## config.mk

```make
export PLATFORM = sky130hd
export DESIGN_NAME = rom_seq_multiplier
export DESIGN_NICKNAME = d
export VERILOG_FILES = /design/src/rtl/rom_seq_multiplier.sv
export SDC_FILE = /design/constraint.sdc
export NUM_CORES = 1
export LEC_CHECK = 0
export CAP_MARGIN = 10
export CORE_MARGIN = 3
export CORE_UTILIZATION = 30
export CTS_BUF_LIST = sky130_fd_sc_hd__clkbuf_8 sky130_fd_sc_hd__clkbuf_16
export DETAILED_ROUTE_END_ITERATION = 8
export PLACE_DENSITY = 0.44
export SLEW_MARGIN = 40
export SYNTH_ARGS = -nofsm -noshare
export SYNTH_HDL_FRONTEND = slang
export SYNTH_SLANG_ARGS = --single-unit
```

## constraint.sdc

```tcl
create_clock -name clk -period 3.8 [get_ports clk]
set_input_delay 0.95 -clock clk [delete_from_list [all_inputs] [get_ports clk]]
set_output_delay 0.95 -clock clk [all_outputs]
set_load 0.01 [all_outputs]
```

## src/rtl/rom_seq_multiplier.sv

```systemverilog
// rom_seq_multiplier: unsigned WIDTH x WIDTH multiply by iterating a
// DIGIT x DIGIT lookup ROM over every digit pair of the two operands.
// Optional build macro: MUL_ZERO_SKIP_EN (zero operands finish in one cycle).
//
// state | meaning
// ------+------------------------------------------------------------
// IDLE  | ready for a new request; zero-skip completion also here
// BUSY  | one digit pair per cycle, i outer / j inner
module rom_seq_multiplier #(
  parameter int WIDTH = 8,
  parameter int DIGIT = 2
) (
  input  logic               clk,
  input  logic               rst,
  input  logic               start,
  input  logic [WIDTH-1:0]   a,
  input  logic [WIDTH-1:0]   b,
  output logic               ready,
  output logic               busy,
  output logic               done,
  output logic [2*WIDTH-1:0] prod
);

  localparam int N      = WIDTH / DIGIT;
  localparam int IW     = (N > 1) ? $clog2(N) : 1;
  localparam int SW     = $clog2(2 * WIDTH) + 1;
  localparam int ROM_SZ = 2 ** (2 * DIGIT);
  localparam int DMASK  = (2 ** DIGIT) - 1;
  localparam logic [IW-1:0] LAST  = IW'(N - 1);
  localparam logic [SW-1:0] DSTEP = SW'(DIGIT);

  typedef enum logic {IDLE, BUSY} state_t;

  state_t              state, state_nxt;
  logic [WIDTH-1:0]    a_rem, b_q, b_rem;
  logic [IW-1:0]       i, j;
  logic [SW-1:0]       off_i, off_j;
  logic [2*WIDTH-1:0]  acc, acc_nxt;
  logic [2*DIGIT-1:0]  rom_out;
  logic                last, skip, zpend;

  // Shift-and-add product of two small constants, evaluated at elaboration.
  function automatic logic [2*DIGIT-1:0] rom_entry(input int x, input int y);
    int p;
    p = 0;
    for (int k = 0; k < DIGIT; k++)
      if (((y >> k) & 1) != 0) p = p + (x << k);
    return (2*DIGIT)'(p);
  endfunction

  logic [2*DIGIT-1:0] rom_tbl [ROM_SZ];

  // Constant ROM: index {x,y} holds x*y.
  for (genvar g = 0; g < ROM_SZ; g++) begin : g_rom
    assign rom_tbl[g] = rom_entry(g >> DIGIT, g & DMASK);
  end

  assign rom_out = rom_tbl[{a_rem[DIGIT-1:0], b_rem[DIGIT-1:0]}];
  assign acc_nxt = acc + ((2*WIDTH)'(rom_out) << (off_i + off_j));
  assign last    = (i == LAST) && (j == LAST);

`ifdef MUL_ZERO_SKIP_EN
  assign skip = (a == '0) || (b == '0);
`else
  assign skip = 1'b0;
`endif

  // State register.
  always_ff @(posedge clk) begin
    if (rst) state <= IDLE;
    else     state <= state_nxt;
  end

  // Next-state and status outputs.
  always_comb begin
    state_nxt = state;
    ready     = 1'b0;
    busy      = 1'b0;
    case (state)
      IDLE: begin
        ready = 1'b1;
        if (start && !skip) state_nxt = BUSY;
      end
      BUSY: begin
        busy = 1'b1;
        if (last) state_nxt = IDLE;
      end
      default: state_nxt = IDLE;
    endcase
  end

  // Operand capture, digit walk, accumulation and result register.
  always_ff @(posedge clk) begin
    if (rst) begin
      a_rem <= '0;
      b_q   <= '0;
      b_rem <= '0;
      i     <= '0;
      j     <= '0;
      off_i <= '0;
      off_j <= '0;
      acc   <= '0;
      prod  <= '0;
      done  <= 1'b0;
      zpend <= 1'b0;
    end else begin
      done  <= 1'b0;
      zpend <= 1'b0;
      // a zero-operand request completes one edge after it was accepted
      if (zpend) begin
        prod <= '0;
        done <= 1'b1;
      end
      if (state == IDLE) begin
        if (start) begin
          if (skip) begin
            zpend <= 1'b1;
          end else begin
            a_rem <= a;
            b_q   <= b;
            b_rem <= b;
            i     <= '0;
            j     <= '0;
            off_i <= '0;
            off_j <= '0;
            acc   <= '0;
          end
        end
      end else begin
        acc <= acc_nxt;
        if (j == LAST) begin
          j     <= '0;
          off_j <= '0;
          b_rem <= b_q;
          i     <= i + IW'(1);
          off_i <= off_i + DSTEP;
          a_rem <= a_rem >> DIGIT;
        end else begin
          j     <= j + IW'(1);
          off_j <= off_j + DSTEP;
          b_rem <= b_rem >> DIGIT;
        end
        if (last) begin
          prod <= acc_nxt;
          done <= 1'b1;
        end
      end
    end
  end

endmodule

```

==> impl_summary.md, run 1 <==
Timing
The number of hold violations in the final report is 0. The worst clock skew is 0.00549 ns. The relative slew slack is 60.8%. The final count of pins violating max slew is 0. Setup violations remaining at the end of the flow were counted as 0. The post-layout minimum cycle time is 3.57 ns. The tightest hold path in the finished design has a slack of 0.446 ns. The fraction of the cycle the final worst path needs is 93.9%.

At the pin with the least slew margin, the transition time is 0.588 ns. Based on the critical path, the design can be clocked at up to 0.280 GHz.

Worst setup path
The worst setup path is launched from a register. The worst setup path is of the register to register kind. The cell repeated most along the worst path is sky130_fd_sc_hd__nand2_1.

The cell with the largest stage delay on the worst path is sky130_fd_sc_hd__dfxtp_1. Traced cell by cell, the critical path runs through ha_4, a21o_2, nor2_2, nand2_1, nand2_1, a22o_1, nand2_1, nor3_2, ha_2, fa_1, a21o_1, a21oi_2, o211a_1, o31a_1, o21a_1, mux2_1, a31o_1. Of all nets on the critical path, the largest fanout is 4. For the worst setup path, the data required time is 4.04 ns. The cell family contributing the most delay on the critical path is compound AO/OA/AOI/OAI gates. The number of buffers and inverters on the critical path is 0.

The element type at the critical path end is a register. At the worst endpoint, the arrival time is 3.81 ns. On the worst path, the slowest cell contributes a delay of 0.38 ns.

Yosys
The fraction of synthesized cell area taken by the top area cell type is 37.1%. The flip-flop and latch count after synthesis is 70. The leading area contributor after synthesis is sky130_fd_sc_hd__dfxtp_1. After synthesis, the mean cell area works out to 8.47 µm². The count of flip-flops with a built-in enable after synthesis is 0. The post-synthesis cell area is 3780 µm².

The commonest cells after synthesis are 70 x sky130_fd_sc_hd__dfxtp_1, 57 x sky130_fd_sc_hd__nor2_1, 45 x sky130_fd_sc_hd__nand2_1. The fraction of registers with async set or reset after synthesis is 0%. During synthesis, Yosys emitted a total of 0 warnings.

The most frequently used flop master after synthesis is sky130_fd_sc_hd__dfxtp_1. The instance count of the mapped netlist is 446. sky130_fd_sc_hd__dfxtp_1 is the most common cell in the netlist. The number of library cell types mapped by synthesis is 50. Of the synthesized area, sequential elements account for 37.1%. The number of nets handed over by synthesis was 490. In the post-synthesis netlist, the biggest area contributors are sky130_fd_sc_hd__dfxtp_1 37%, sky130_fd_sc_hd__ha_1 7.9%, sky130_fd_sc_hd__nor2_1 5.7%, sky130_fd_sc_hd__a21oi_1 5.3%, sky130_fd_sc_hd__nand2_1 4.5%.

Global route
The number of antenna violations at the first check in global routing was 0. Global routing used 14.5% of the available tracks. The first global-routing pass estimated 16.2 mm of wire.

The number of global-route vias before repair was 3193. Entering global routing, the biggest net connects 39 pins. Global routing finished with a remaining overflow of 0.

Pwr
The worst ir drop on vdd is 0.000265 V. The total power density per cell area is 380 nW/µm². The power consumption is 1790 µW. The leakage dissipation is 0.00186 µW.

Die
38 I/O pins were placed. The die covers 14000 µm². The row count is 40. The horizontal die dimension is 118 µm.

The die is 118 µm tall. The initial core utilization is 31.1%. The region available for standard cell placement spans 12200 µm².

Detailed routing
The routed length per placed instance is 14.4 µm. The total iterations of the first detailed-routing run is 4. In the routed design, unresolved DRC markers number 0. Dividing the detail-routed via count by the number of cells gives 4.91. The number of nets still failing antenna checks after routing is 0. The final layout contains routed wiring with a total length of 9.48 mm.

The via count is 3222. The DRC marker count from the first detailed-route iteration is 170.

Hold path
The class of the tightest hold or removal check is register to register.

Clocking
The maximum clock path buffer count is 2. Counting the buffers created by CTS gives 9. The H-tree level count is 3. The clock transition at the registers of the reported paths is 0.06 ns. The number of setup buffers added after CTS is 0. The number of buffers added to fix hold violations after cts is 0. The clock drives 70 sinks.

The clock tree from TritonCTS is done. The number of gates resized after CTS was 1. The clock latency of the later-clocked register in the worst-skew pair is 0.35 ns. The library cell used as clock root buffer is sky130_fd_sc_hd__clkbuf_16.

Placed design
Once placement completed, the tool counted placed cells totaling 640. The area after detailed placement is 4360 µm². The count of buffers inserted at the top-level ports is 37. The half-perimeter wire length of the detailed placement result is 6.76 mm.

At the end of routability-driven placement, the weighted congestion stood at 0.859.

Layout
The layout net count is 527. The finished cells cover 4700 µm². The final core utilization is 38.6%. The final cell count without fillers is 656. The fraction of layout instances using a drive strength above 1 is 9.84%. The repair_antennas step left the layout with diodes totalling 0. From synthesis to final layout, the design area changed by 24.4%.

Flow run
Across the run, the number of max-cap violations was 0.

Run status
The flow ran to the end, and the final reports show no timing, DRC or antenna violations.
==> cell families (layout without fill, tap and decap cells) <==
| kind of cell | count (synthesis) | count (layout) | synth area share [%] |
|---|---|---|---|
| AND/OR/NAND/NOR | 156 | 156 | 19.4 |
| AO/OA/AOI/OAI | 127 | 127 | 22.6 |
| flip-flops | 70 | 70 | 37.1 |
| buffers and inverters | 33 | 75 | 3.44 |
| adder cells (fa/ha/maj) | 25 | 25 | 8.48 |
| XOR/XNOR | 18 | 18 | 4.37 |
| multiplexers | 17 | 17 | 4.54 |
==> sequential cells by signal, indices dropped and copies added (netlist names) <==
name and count:
a_rem 8, j 2, state 1, b_q 8
i 2, off_j 4, b_rem 8, prod 16
off_i 4, acc 16, done 1
==> layer usage <==
layer	up-vias	track usage, %	share of wire [%]	wire, µm
met2	53	23.7	46	4400
met5	-	0	0	0
met4	0	6.59	2.4	231
met3	21	3.92	3.7	347
met1	1462	17.9	47	4500
li1	1686	-	-	-
==> cells in the final DEF, fill, tap and decap left out, types with 3 or more instances in the layout <==
cell type	instances
sky130_fd_sc_hd__a31oi_1	7
sky130_fd_sc_hd__nand2_1	45
sky130_fd_sc_hd__clkdlybuf4s50_1	36
sky130_fd_sc_hd__nor3_1	6
sky130_fd_sc_hd__a22oi_1	5
sky130_fd_sc_hd__nand4_1	4
sky130_fd_sc_hd__dfxtp_2	3
sky130_fd_sc_hd__a21oi_2	3
sky130_fd_sc_hd__a21o_1	8
sky130_fd_sc_hd__a32o_1	3
sky130_fd_sc_hd__nor3b_1	10
sky130_fd_sc_hd__a211oi_1	21
sky130_fd_sc_hd__xnor2_1	11
sky130_fd_sc_hd__o21ai_1	7
sky130_fd_sc_hd__a22o_1	12
sky130_fd_sc_hd__ha_1	21
sky130_fd_sc_hd__clkbuf_16	9
sky130_fd_sc_hd__inv_1	8
sky130_fd_sc_hd__nand3b_1	3
sky130_fd_sc_hd__nand2b_1	3
sky130_fd_sc_hd__a21oi_1	37
sky130_fd_sc_hd__nand3_1	7
sky130_fd_sc_hd__o211ai_1	3
sky130_fd_sc_hd__o211a_1	3
sky130_fd_sc_hd__buf_4	14
sky130_fd_sc_hd__nor2b_1	8
sky130_fd_sc_hd__xor2_1	6
sky130_fd_sc_hd__mux2i_1	16
sky130_fd_sc_hd__o21ai_0	7
sky130_fd_sc_hd__nor2_1	56
sky130_fd_sc_hd__dfxtp_1	67
==> through the flow <==
| step | setup WS (ns) | TNS (ns) |
|---|---|---|
| after floorplan | 0.326 | 0 |
| after global placement | 0.118 | 0 |
| after detailed placement | 0.0413 | 0 |
| after CTS | 0.0218 | 0 |
| after global routing | -0.0158 | -0.0158 |
| final | 0.231 | 0 |
==> power breakdown <==
part,leakage [µW],switching [µW],internal [µW]
registers,0.000570,23.1,757
logic,0.00115,87.3,67.3
clock network,0.000142,343,510
total,0.00186,454,1330
==> area by class of cell <==
class / count / area (µm²)
Timing Repair Buffer: 51 / 470
Sequential cell: 70 / 1410
Inverter: 8 / 30.0
Clock buffer: 9 / 225
Fill cell: 1257 / 7460
Clock inverter: 7 / 72.6
Tap cell: 168 / 210
Multi-Input combinational cell: 343 / 2290
==> worst paths after layout <==
kind	startpoint	endpoint	slack, ns	cells after the start
worst max-delay path	off_j[2]	acc[14]	0.23	17
worst min-delay path	prod[14]	prod[14]	0.45	2
worst max register to register	off_j[2]	acc[14]	0.23	17
worst min register to register	prod[14]	prod[14]	0.45	2
==> worst register-to-register path: cells and delay by family (launching register included) <==
family	cells	cell delay (ns)
AOI/OAI and AO/OA	8	1.54
adders and majority gates	3	0.65
and+or+nand+nor	5	0.58
DFF	1	0.38
muxes	1	0.31
Note: power is estimated with default switching activity, not from simulation.
==> run 2, diff against run 1 <==
SETUP_SLACK_MARGIN = 0.15   (was not set)
==> run 2 against run 1 <==
  * Sequential power about the same
  * Count of clock-buffer cells in the layout unchanged
  * Critical path depth unchanged
  * Die area unchanged
  * Global-route usage about the same
  * Cell count up 1.2%
  * Worst hold slack about the same
  * Combinational power about the same
  * Highest routed layer unchanged
  * Routed wire length up 0.84%
  * Power about the same
  * Sequential cell count unchanged
  * Largest cell class unchanged
  * Maximum frequency up 0.54%
==> impl_summary.md, run 2 (synthesis gave the netlist of run 1 again) <==
Run status
The flow ran to the end, and the final reports show no timing, DRC or antenna violations.

Global route
The pin count of the biggest net entering global routing is 39. The number of global-route vias before repair is 3197. The global-route wire length before repair is 16.2 mm. The number of antenna violations at the first check in global routing came to 0. After global routing the overflow that remains totals 0.

The global routing usage summed across all routing layers is 14.6%.

Die
The core outline area is 12200 µm². The number of I/O pins is 38. The height of the chip is 118 µm.

Once the floorplan was initialized, standard cells occupied 31.1% of the core. The horizontal die dimension is 118 µm. The row count is 40. The die covers 14000 µm².

Clocking
CTS placed an instance of sky130_fd_sc_hd__clkbuf_16 at the clock tree root. The clock tree from TritonCTS is done. The number of CTS-inserted buffers is 9. The H-tree level count is 3. The longest clock path from root to sink contains 2 buffers. Buffers inserted to repair hold after CTS numbered 0. The clock transition at the registers of the reported paths is 0.06 ns. The clock latency of the later-clocked register in the worst-skew pair is 0.35 ns. The total number of clock tree sinks is 70.

Worst setup path
The element type at the critical path end is a register. The maximum fanout along the worst path is 4. The cell family contributing the most delay on the critical path is compound AO/OA/AOI/OAI gates.

The number of cells on the worst reg-to-reg path is 17. The worst path required time is 4.04 ns. The critical path goes through ha_4, a21o_4, nor2_4, nand2_2, nand2_2, a22o_1, nand2_2, nor3_2, ha_2, fa_2, a21o_1, a21oi_2, o211a_1, o31a_1, o21a_1, mux2_4, a31o_1. The worst register-to-register path ends at acc[14].

The worst setup path category is register to register. The cell with the largest stage delay on the worst path is sky130_fd_sc_hd__dfxtp_2. Counting stages on the worst path, the most repeated cell is sky130_fd_sc_hd__nand2_2. In this run the critical register-to-register path is launched from off_j[2]. The kind of start point of the critical path is a register. In this run the register-to-register setup slack is 0.25 ns. The number of buffer and inverter instances along the worst setup path is 0. The critical path arrival is 3.79 ns.

The largest single stage delay on the critical path is 0.34 ns.

Layout
The layout net count is 535. In the final layout, the registers with the most flip-flops are acc: 16 flops, prod: 16 flops. The fraction of layout instances using a drive strength above 1 is 13.1%. Fill cells in the final layout number 1257. Measured on the finished design, the core utilization comes to 39.5%. The number of antenna diodes in the final layout is 0.

In the layout the commonest cells are 66 x sky130_fd_sc_hd__dfxtp_1, 56 x sky130_fd_sc_hd__nor2_1, 42 x sky130_fd_sc_hd__nand2_1. The most common cell after layout, fill and taps aside is sky130_fd_sc_hd__dfxtp_1. From synthesis to final layout, the design area changed by 27.3%.

Pwr
The leakage dissipation is 0.00191 µW. The completed layout was analyzed and its total power is 1790 µW. The cell internal power dissipation is 1330 µW. The sequential share of power is 43.6%.

Combinational cells account for 8.8% of the total power. The net switching power is 454 µW. The total power density per cell area is 372 nW/µm². Net switching is 25.4% of the power. The power share of the clock group is 47.7%. VDD sags by at most 0.000265 V.

Timing
The final count of pins violating max slew came to 0. Setup repair after global routing could not meet its margin everywhere. The final-report setup violation count is 0. At the pin with the least slew margin, the transition time is 0.581 ns. Summed over all failing endpoints, the final setup total negative slack is 0 ns.

Based on the critical path, the design can be clocked at up to 0.282 GHz. Measured against its own limit, the worst slew margin works out to 61.2%. The worst path uses 93.4% of the clock period. The number of hold violations in the final report was 0. The post-layout minimum cycle time is 3.55 ns. On the final layout, the worst clock skew is 0.00659 ns.

Detailed routing
The via count is 3258. Summed over all layers, the routed wires come to 9.56 mm. The detail route stage leaves a number of antenna-violating nets equal to 0. After detailed routing, the number of remaining DRC violations is 0. After detailed routing, the number of vias per cell comes to 4.91. The first detailed-routing pass ran for 4 iterations.

After detailed routing, the average wire length per cell comes to 14.4 µm. In this run, the number of DRC markers left after iteration 0 of detailed routing was 169.

Hold path
The worst hold path passes through 2 cells. The worst hold path terminates at prod[14]. In this run the most critical hold path is launched from prod[14].

In this run the worst hold path is classified as register to register.

Placed design
The routability-driven placement congestion ratio is 0.859. Detailed placement finished with a half-perimeter wire length of 6.76 mm. Buffers placed on the I/O ports in this run total 37.

Flow run
Max-cap violations in this run came to 0.
-- run 2: power by group through the flow --
stage          combinational [µW]  sequential [µW]  clock (µW)
6_report                      157              779         852
5_1_grt                       177              783         915
4_1_cts                       158              780         880
3_5_place_dp                  156              796           0
3_3_place_gp                  155              796           0
2_1_floorplan                 106              783           0
-- run 2: layout make-up --
type                            count  area [µm²]  share of cell area, %
Multi-Input combinational cell    343        2330                   48.5
Sequential cell                    70        1410                   29.3
Timing Repair Buffer               59         531                   11.0
Clock buffer                        9         225                   4.68
Tap cell                          168         210                   4.37
Clock inverter                      7        72.6                   1.51
Inverter                            8        30.0                  0.624
-- run 2: metal layers --
layer  vias to the layer above  routed length, µm  GRT usage [%]
li1                       1703                  -              -
met1                      1489               4480           17.8
met2                        45               4520           23.9
met3                        21                325           3.92
met4                         0                235           6.59
met5                         -                  0              0
-- run 2: metrics by stage --
stage | instance area, µm² | instances | setup WS [ns] | hold WS (ns)
6_report | 4810 | 664 | 0.250 | 0.445
5_1_grt | 4810 | 664 | 0.0916 | 0.484
2_1_floorplan | 3780 | 446 | 0.326 | 0.436
4_1_cts | 4690 | 656 | 0.153 | 0.452
3_3_place_gp | 4360 | 640 | 0.118 | 0.439
3_5_place_dp | 4360 | 640 | 0.0413 | 0.444
-- run 2: what timing repair did --
item / 4_1_cts / 5_1_grt
endpoints found under the setup margin: 2 / 7
buffers inserted: 0 / 8
pin swaps: 0 / 15
gates resized for setup: 6 / 16
-- run 2: worst max path at each step --
stage / start / endpoint / slack (ns) / depth (start not counted)
2_1_floorplan: off_i[2] / acc[14] / 0.33 / 17
3_3_place_gp: off_i[2] / acc[14] / 0.12 / 17
3_5_place_dp: off_i[2] / acc[14] / 0.04 / 17
4_1_cts: off_i[2] / acc[14] / 0.15 / 17
5_1_grt: off_j[2] / acc[14] / 0.09 / 17
6_report: off_j[2] / acc[14] / 0.25 / 17
-- run 2: worst reg2reg max path: cells and delay by family (launching register included) --
kind                     cells  cell delay (ns)
AO/OA/AOI/OAI                8             1.60
adder cells (fa/ha/maj)      3             0.70
AND/OR/NAND/NOR              5             0.52
flip-flops                   1             0.34
multiplexers                 1             0.30
==> run 3, diff against run 2 <==
ABC_AREA = 1   (was not set)
GPL_TIMING_DRIVEN = 0   (was not set)
==> run 3 against run 2 <==
  * Register-to-register slack improved by 0.39 ns
  * Sequential share of layout area rose by 0.86 points
  * Synthesized cell count rose by 16%
  * Sequential cell count did not move
  * Count of clock-buffer cells in the layout rose by 1
  * Global-route usage rose by 1.1 points
  * Cell count rose by 11%
  * Cell area fell by 3.4%
  * First-iteration DRC count rose by 12%
  * Non-clock buffer count fell by 3
  * Critical path type unchanged
==> impl_summary.md, run 3 <==
Global route
The first global-routing pass estimated 17.3 mm of wire. The number of antenna violations at the first check in global routing is 0. The pin count of the biggest net entering global routing is 12. The number of global-route vias before repair is 3349. The global routing usage summed across all routing layers is 15.7%. The residual overflow from global routing is 0.

Layout
The fraction of layout instances using a drive strength above 1 is 9.33%. Cells fill 38.4% of the core in the end. The largest registers in the layout are acc: 16 flops, prod: 16 flops. For this run, the number of standard cells in the final layout without fillers is 736. Summing all non-filler instances in the final layout gives an area of 4650 µm². For this run, the post-layout net count is 609.

Compared with the post-synthesis result, the final layout area differs by 23.8%. After filler insertion, the fill cell instance count of the layout stands at 1336. The library cells used most frequently in the layout, excluding fill and tap cells, are 153 x sky130_fd_sc_hd__nand2_1, 70 x sky130_fd_sc_hd__dfxtp_1, 42 x sky130_fd_sc_hd__a21oi_1. Leaving out fill and tap cells, the most frequent cell in the layout is sky130_fd_sc_hd__nand2_1. The repair_antennas step left the layout with diodes totalling 0.

Placed design
OpenSTA, run right after detailed placement, puts the worst setup slack at 0.616 ns. The count of buffers inserted at the top-level ports is 37. The routability-driven placement congestion ratio is 0.879. After detailed placement, the design holds a cell count of 722. The wire-length estimate of the detail-placed layout is 7.79 mm. In this run the cell area measured after placement is 4340 µm².

Timing
The worst clock skew is 0.00700 ns. The number of hold violations in the final report is 0. Setup repair after global routing left no endpoint under its margin. For the final routed database, the setup TNS stands at 0 ns. In the finished design, the share of the clock period the worst path needs comes to 83.2%. The final-report setup violation count is 0.

The final count of pins violating max slew was 0. Measured against its own limit, the worst slew margin works out to 58.6%. After layout, the worst setup slack is 0.639 ns. The post-layout minimum cycle time is 3.16 ns.

For the pin with the worst max-slew slack, the measured transition is 0.621 ns. For this run, the top clock speed supported by timing is 0.316 GHz.

Worst setup path
The critical path arrival is 3.36 ns. The element type at the critical path end is a register. The worst reg2reg path startpoint is off_j[3].

The endpoint identified for the worst register-to-register timing path is acc[8]. Together, buffers and inverters on the worst path number 0. The worst register-to-register path has a depth of 16.

The setup check on the worst reg-to-reg path leaves a slack of 0.64 ns. By startpoint and endpoint, the worst setup path is classified as register to register. The cell family contributing the most delay on the critical path is simple AND/OR/NAND/NOR gates.

The kind of start point of the critical path is a register. The maximum fanout along the worst path is 10. The maximum single-stage delay on the critical path is 0.39 ns. Data on the critical path is required at its endpoint by 4.00 ns. Traced cell by cell, the critical path runs through ha_1, a21oi_2, nand2_1, nand2_2, nand4_1, nor2_1, ha_1, a21oi_1, nand2_1, nand2_2, nand2_2, nand3_2, nand2_1, or2_1, nand3_1, a21oi_1. The cell with the largest stage delay on the worst path is sky130_fd_sc_hd__dfxtp_1.

Die
The number of I/O pins is 38. The horizontal die dimension is 118 µm. Once the floorplan was initialized, standard cells occupied 31.0% of the core. Measured along the y axis, the die boundary spans 118 µm. The row count is 40. The core outline area is 12100 µm². The die covers 13900 µm².

Clocking
The maximum clock path buffer count is 2. The clock latency of the later-clocked register in the worst-skew pair is 0.34 ns. The H-tree level count is 3. The number of buffers added to fix hold violations after cts is 0.

TritonCTS built the clock tree. After clock tree synthesis, the clock-pin slew on the worst setup and hold paths is 0.06 ns. Gates resized during post-CTS repair numbered 0.

For this design, the sink count on the clock tree is 70. The library cell used as clock root buffer is sky130_fd_sc_hd__clkbuf_16. The number of clock buffers added by TritonCTS is 9.

Buffers added to address setup during post-CTS repair amount to 0.

Detailed routing
For this run, the detailed router's first-pass iteration total came to 4. The detailed router finished its first iteration with 189 violations. The via count is 3508. The remaining routing DRC violations is 0. The final wirelength is 10.4 mm. The post-detailed-route via-to-cell ratio is 4.77.

The routed length per placed instance is 14.1 µm. The number of nets still failing antenna checks after routing is 0.

Yosys
The most instantiated library cell after synthesis is sky130_fd_sc_hd__nand2_1. The count of yosys warnings during synthesis is 0. Summed over its instances, the top area cell type makes up 37.3% of the synthesized netlist area. Yosys attributes the largest share of cell area to sky130_fd_sc_hd__dfxtp_1 37%, sky130_fd_sc_hd__nand2_1 15%, sky130_fd_sc_hd__ha_1 8.0%, sky130_fd_sc_hd__a21oi_1 5.6%, sky130_fd_sc_hd__nand3_1 4.7%. The largest total area in the synthesized netlist belongs to sky130_fd_sc_hd__dfxtp_1. Counting flops and latches in the post-synthesis netlist gives 70. By count the netlist is led by 153 x sky130_fd_sc_hd__nand2_1, 70 x sky130_fd_sc_hd__dfxtp_1, 42 x sky130_fd_sc_hd__a21oi_1. The most frequently used flop master after synthesis is sky130_fd_sc_hd__dfxtp_1. The share of the Yosys chip area taken by registers is 37.3%. The average instance area after synthesis is 7.26 µm². The fraction of registers with async set or reset after synthesis is 0%. Synthesis produced a netlist with a net count of 561.

The number of library cell types mapped by synthesis is 40. Yosys mapped a number of flops with a built-in enable equal to 0. The instance count of the mapped netlist is 517. The post-synthesis cell area is 3750 µm².

Hold path
The endpoint of the worst hold path is prod[11]. In this run the most critical hold path is launched from prod[11]. Counting instances, the worst hold path has a depth of 2.

The tightest min-delay check is of the register to register type.

Flow run
The tool flagged a number of max-cap violations equal to 0.

Pwr
The analysis attributes to cell leakage a power of 0.00197 µW. Across the VDD grid, the largest voltage drop is 0.000273 V. The total power density per cell area is 394 nW/µm².

Run status
The run finished with clean final reports.
-- run 3: kinds of logic (layout without fill, tap and decap cells) --
logic type                 Yosys count  count (layout)  synth area share [%]
AOI/OAI and AO/OA                  109             109                  17.0
xor gates and xnor gates             8               8                  1.87
adders and majority gates           25              25                  8.53
buffers and inverters               50             101                  5.80
DFF                                 70              70                  37.3
and+or+nand+nor                    255             255                  29.5
-- run 3: per-stage QoR --
stage	hold slack, ns	total power (µW)
finish	0.448	1830
global route	0.464	1910
CTS	0.449	1860
detailed placement	0.435	943
global placement	0.438	942
floorplan	0.419	878
-- run 3: worst max path at each step --
stage | startpoint | to | slack (ns) | depth (start not counted)
after CTS | off_j[3] | acc[8] | 0.61 | 16
final | off_j[3] | acc[8] | 0.64 | 16
after floorplan | off_i[3] | acc[8] | 1.06 | 16
after detailed placement | off_j[3] | acc[8] | 0.62 | 16
after global placement | off_i[3] | acc[15] | 0.67 | 14
after global routing | off_j[3] | acc[8] | 0.26 | 16
-- run 3: worst register-to-register path: cells and delay by family (launching register included) --
kind	cells	cell delay, ns
AND/OR/NAND/NOR	11	1.52
flip-flops	1	0.39
adder cells (fa/ha/maj)	2	0.64
AO/OA/AOI/OAI	3	0.46
-- run 3: area by class of cell --
class	instances	area [µm²]	share of cell area, %
plain buffers	19	98.8	2.13
repair buffers	37	370	7.97
well taps	168	210	4.52
clock buffers	10	239	5.14
clock inverters	4	72.6	1.56
multi-input cells	397	2140	46.0
inverters	31	119	2.56
flip-flops and latches	70	1400	30.2
-- run 3: where the power goes --
part           total, µW  switching [µW]  internal [µW]
sequential           772            15.0            757
clock                906             322            584
combinational        153            96.2           56.9
-- run 3: per-layer routing --
| layer | GRT usage [%] | vias up | wire, µm |
|---|---|---|---|
| li1 | - | 1836 | - |
| met1 | 22.3 | 1612 | 5500 |
| met2 | 23.1 | 55 | 4390 |
| met3 | 4.57 | 5 | 395 |
| met4 | 4.40 | 0 | 119 |
| met5 | 0 | - | 0 |
